[src/rtl/multiplier_pkg.sv]
// Shared definitions for the shift-add multiplier: controller state encoding,
// default operand width and the step-counter width helper.
package multiplier_pkg;

  typedef enum logic [2:0] {
    IDLE  = 3'd0,
    LOAD  = 3'd1,
    TEST  = 3'd2,
    ADD   = 3'd3,
    SHIFT = 3'd4,
    DONE  = 3'd5
  } state_t;

  localparam int N_DEFAULT = 8;

  // Width needed to hold a shift count from 0 up to and including n.
  function automatic int step_w(input int n);
    return $clog2(n + 1);
  endfunction

endpackage

[src/rtl/shift_step_counter.sv]
// Counts completed shift steps of one multiply; cleared on load, saturates at N.
module shift_step_counter
  import multiplier_pkg::*;
#(
  parameter int N = N_DEFAULT
) (
  input  logic                   Clk,
  input  logic                   Reset_n,
  input  logic                   Clr,
  input  logic                   En,
  output logic [step_w(N)-1:0]   Count,
  output logic                   Last
);

  localparam int W = step_w(N);
  localparam logic [W-1:0] COUNT_MAX  = W'(N);
  localparam logic [W-1:0] COUNT_LAST = W'(N - 1);

  always_ff @(posedge Clk or negedge Reset_n) begin
    if (!Reset_n) begin
      Count <= '0;
    end else if (Clr) begin
      Count <= '0;
    end else if (En && (Count != COUNT_MAX)) begin
      Count <= Count + W'(1);
    end
  end

  assign Last = (Count == COUNT_LAST);

endmodule

[src/rtl/shift_add_control.sv]
// Moore sequencer for the N-bit shift-add multiplier: issues Load, Ad and Sh
// strobes from the multiplier LSB and finishes with a held Done/Ack handshake.
module shift_add_control
  import multiplier_pkg::*;
#(
  parameter int N = N_DEFAULT
) (
  input  logic                   Clk,
  input  logic                   Reset_n,
  input  logic                   St,
  input  logic                   M,
  input  logic                   Ack,
  output logic                   Load,
  output logic                   Ad,
  output logic                   Sh,
  output logic                   Busy,
  output logic                   Done,
  output logic [step_w(N)-1:0]   Step
);

  state_t state;
  state_t state_nxt;
  logic   last;
  logic   cnt_clr;
  logic   cnt_en;

  shift_step_counter #(
    .N(N)
  ) u_step_counter (
    .Clk     (Clk),
    .Reset_n (Reset_n),
    .Clr     (cnt_clr),
    .En      (cnt_en),
    .Count   (Step),
    .Last    (last)
  );

  always_ff @(posedge Clk or negedge Reset_n) begin
    if (!Reset_n) begin
      state <= IDLE;
    end else begin
      state <= state_nxt;
    end
  end

  // Outputs depend on state only; M, St and Ack steer the next state.
  always_comb begin
    state_nxt = IDLE;
    Load      = 1'b0;
    Ad        = 1'b0;
    Sh        = 1'b0;
    Busy      = 1'b0;
    Done      = 1'b0;
    cnt_clr   = 1'b0;
    cnt_en    = 1'b0;
    case (state)
      IDLE: begin
        state_nxt = St ? LOAD : IDLE;
      end
      LOAD: begin
        Load      = 1'b1;
        Busy      = 1'b1;
        cnt_clr   = 1'b1;
        state_nxt = TEST;
      end
      TEST: begin
        Busy      = 1'b1;
        state_nxt = M ? ADD : SHIFT;
      end
      ADD: begin
        Ad        = 1'b1;
        Busy      = 1'b1;
        state_nxt = SHIFT;
      end
      SHIFT: begin
        Sh        = 1'b1;
        Busy      = 1'b1;
        cnt_en    = 1'b1;
        state_nxt = last ? DONE : TEST;
      end
      DONE: begin
        Done      = 1'b1;
        state_nxt = Ack ? IDLE : DONE;
      end
      default: begin
        state_nxt = IDLE;
      end
    endcase
  end

endmodule

[config.mk]
export PLATFORM = sky130hd
export DESIGN_NAME = shift_add_control
export DESIGN_NICKNAME = d
export VERILOG_FILES = /design/src/rtl/multiplier_pkg.sv /design/src/rtl/shift_step_counter.sv /design/src/rtl/shift_add_control.sv
export SDC_FILE = /design/constraint.sdc
export NUM_CORES = 1
export LEC_CHECK = 0
export ABC_CLOCK_PERIOD_IN_PS = 2200
export CAP_MARGIN = 20
export CORE_AREA = 2 2 39 41
export CTS_CLUSTER_SIZE = 24
export DETAILED_ROUTE_END_ITERATION = 16
export DIE_AREA = 0 0 41 43
export PLACE_DENSITY_LB_ADDON = 0.08
export SETUP_SLACK_MARGIN = 0.5
export SLEW_MARGIN = 15
export SYNTH_ARGS = -nofsm -noshare
export SYNTH_HDL_FRONTEND = slang
export SYNTH_HIERARCHICAL = 1
export SYNTH_SLANG_ARGS = --single-unit
[constraint.sdc]
create_clock -name Clk -period 2.2 [get_ports Clk]
set_input_delay 0.55 -clock Clk [delete_from_list [all_inputs] [get_ports Clk]]
set_output_delay 0.55 -clock Clk [all_outputs]
set_load 0.05 [all_outputs]
==> results.toml <==
[outcome]
status = "completed"

[global_routing]
grt.overflow.total = 0
grt_pass1_vias = 399
grt_pass1_wl_um = 1642
grt_max_degree = 8
track_usage = 0.1430
grt_antenna_before_repair = 0

[route]
wl_per_cell_um = 11.69
routed_wl_um = 994
viasPerCell = 4.824
dr.first_iter.drc_count = 7
antenna_left = 0
route.detailed.drc = 0
dr.pass1.iters = 4
vias = 410

[hold_path]
hp-class = "in -> async"

[floorplan]
initial_utilization = 0.3219
die_area_mm2 = 0.001763
rows = 14
core-area_mm2 = 0.001384
dieHeight_um = 43
pin_count = 14
die_w_um = 41

[setup_path]
cp.required_ns = 1.65
worstSetupEndpointType = "output port"
crit_fanout = 6
crit_slowest_cell = "dfrtp_2"
worstSetupPathType = "reg -> out"
critical_path_arrival_ns = 1.17
slowest_delay_ns = 0.46
cp_cell_sequence = "nor2_4 > and2_4 > buf_12"
start_kind = "register"

[yosys]
synth.most_common_cell = "dfrtp_1"
synthesis.area_um2 = 445.4
postSynth.asyncResetShare = 1.000
yosysTopAreaCellShare = 0.3933
yosysUniqueCellTypes = 25
syn_nets = 53
yosys_register_bits = 7
yosys_warnings = 6
yosys.area.top_type = "dfrtp_1"
postSynthCellCount = 46
synth_ff_type = "dfrtp_1"
ys_top_cells_by_count = "dfrtp_1, nand2_1, nor2_1"
synth_edf_count = 0
synth_seq_area_share = 0.3933
synth_area_leaders = "dfrtp_1, ha_1, mux2i_1"
avgSynthCellArea_um2 = 9.683

[final_layout]
nFillCells = 118
regArea_um2 = 178.9
multi_input_area_um2 = 279.0
area_growth_pct = 68.26
final_nets = 77
stdcell_area_um2 = 749.5
insertedDiodeCount = 0
final_util = 0.5416
drive_above_1_share = 0.4203

[cts]
clock_latency_ns = 0.25
tritoncts.num_buffers = 3
clock_sinks = 7
clkSlewWorstSetupHoldPaths_ns = 0.05
cts_root_buf = "clkbuf_4"
htreeDepth = 1
hold_buffers = 0
cts_tree = "yes"
cts_max_path_buffers = 2

[sta]
min_period_ns = 1.721
finalHoldViolCount = 0
relSlewSlack = 0.7663
setup_viol = 0
period_share = 0.7825
worst_pin_slew_ns = 0.3494
setup_ws_ns = 0.4786
fin_tns_setup_ns = 0
rsz0062_at_grt = "yes"
fin_skew_ns = 0.003625
max_freq_mhz = 580.9
final_max_slew_viol_count = 0

[power_and_ir_drop]
vdd_drop_max_v = 0.0005988
powerDensity_mw_per_mm2 = 1489
leakagePower_nw = 0.3293

[flow_run]
drv_cap = 0

[place]
place_ws_ns = 0.4276
dpl_cell_area_um2 = 649.4
hpwl_um = 673.9
io_buffers = 13
gp_congestion = 0.6277
-- area by class of cell --
| class | count | share of cell area |
|---|---|---|
| tap | 16 | 0.02671 |
| inverter | 3 | 0.01503 |
| multi-input combinational | 35 | 0.3723 |
| sequential | 7 | 0.2387 |
| timing repair buffer | 20 | 0.3122 |
| clock buffer | 4 | 0.03506 |
-- timing repair --
action	4_1_cts	5_1_grt
resized for setup	20	0
setup endpoints to repair	9	5
buffers inserted	6	1
gates cloned	0	0
pin swaps	3	1
-- worst max-delay path: cells and delay by family (launching register included) --
| family | cells | cell delay, ns |
|---|---|---|
| buffers and inverters | 1 | 0.13 |
| DFF | 1 | 0.46 |
| and+or+nand+nor | 2 | 0.33 |
-- per-layer routing --
| metal | vias to the layer above | wire length, um | GRT usage | part of all wire |
|---|---|---|---|---|
| met2 | 14 | 500 | 0.2219 | 0.50 |
| met1 | 190 | 409 | 0.1728 | 0.41 |
| met5 | - | 0 | 0 | 0 |
| li1 | 204 | - | - | - |
| met3 | 2 | 80 | 0.04712 | 0.080 |
| met4 | 0 | 4 | 0.06000 | 0.0040 |
-- cells in the final DEF (no fill, tap or decap) --
cell             count
buf_4                6
nand2_1              5
buf_12               5
clkdlybuf4s50_1      4
clkdlybuf4s15_2      4
dfrtp_1              4
nor2_1               4
inv_1                3
clkbuf_4             3
dfrtp_2              3
and2_4               2
a21oi_1              2
mux2i_1              2
nand2b_1             2
ha_1                 2
and3b_2              1
nor2_4               1
nor3b_4              1
nor2b_4              1
nor3b_1              1
o21bai_1             1
nor4bb_1             1
a31oi_1              1
o31ai_1              1
o21ai_0              1
xnor2_2              1
clkbuf_1             1
buf_1                1
nand4_1              1
xor2_1               1
or3b_1               1
o21a_1               1
mux2_4               1
-- power breakdown --
| group | switching (mW) | internal [mW] |
|---|---|---|
| logic | 0.365 | 0.390 |
| registers | 0.0756 | 0.171 |
| clock network | 0.0452 | 0.0691 |
| total | 0.485 | 0.631 |
-- flip-flops by register name (all words and copies together), names as in the netlist --
register	cells
state	3
u_step_counter/Count	4
-- per-stage QoR --
step / instances / power, mW / hold WS (ns)
floorplan: 46 / 0.6410 / 0.2544
global placement: 74 / 0.8926 / 0.5813
detailed placement: 74 / 0.8866 / 0.5820
CTS: 84 / 1.112 / 0.5701
global route: 85 / 1.183 / 0.5939
finish: 85 / 1.116 / 0.5731
-- path summary, 6_finish.rpt --
path	start	endpoint	slack, ns	cells past startpoint
max in group asynchronous	Reset_n	state[0]	1.35	1
hold reg to reg	u_step_counter/Count[3]	u_step_counter/Count[3]	0.59	2
setup / recovery	state[1]	Sh	0.48	3
setup reg to reg	state[1]	u_step_counter/Count[2]	0.80	5
min in group Clk	u_step_counter/Count[3]	u_step_counter/Count[3]	0.59	2
hold / removal	Reset_n	u_step_counter/Count[1]	0.57	1
-- cell families after synthesis --
logic type | Yosys count | synth area share
AND/OR/NAND/NOR | 21 | 0.2837
AO/OA/AOI/OAI | 7 | 0.09833
multiplexers | 3 | 0.07864
XOR/XNOR | 2 | 0.03933
buffers and inverters | 4 | 0.05056
adder cells (fa/ha/maj) | 2 | 0.05617
flip-flops | 7 | 0.3933
(Power assumes the default switching activity.)
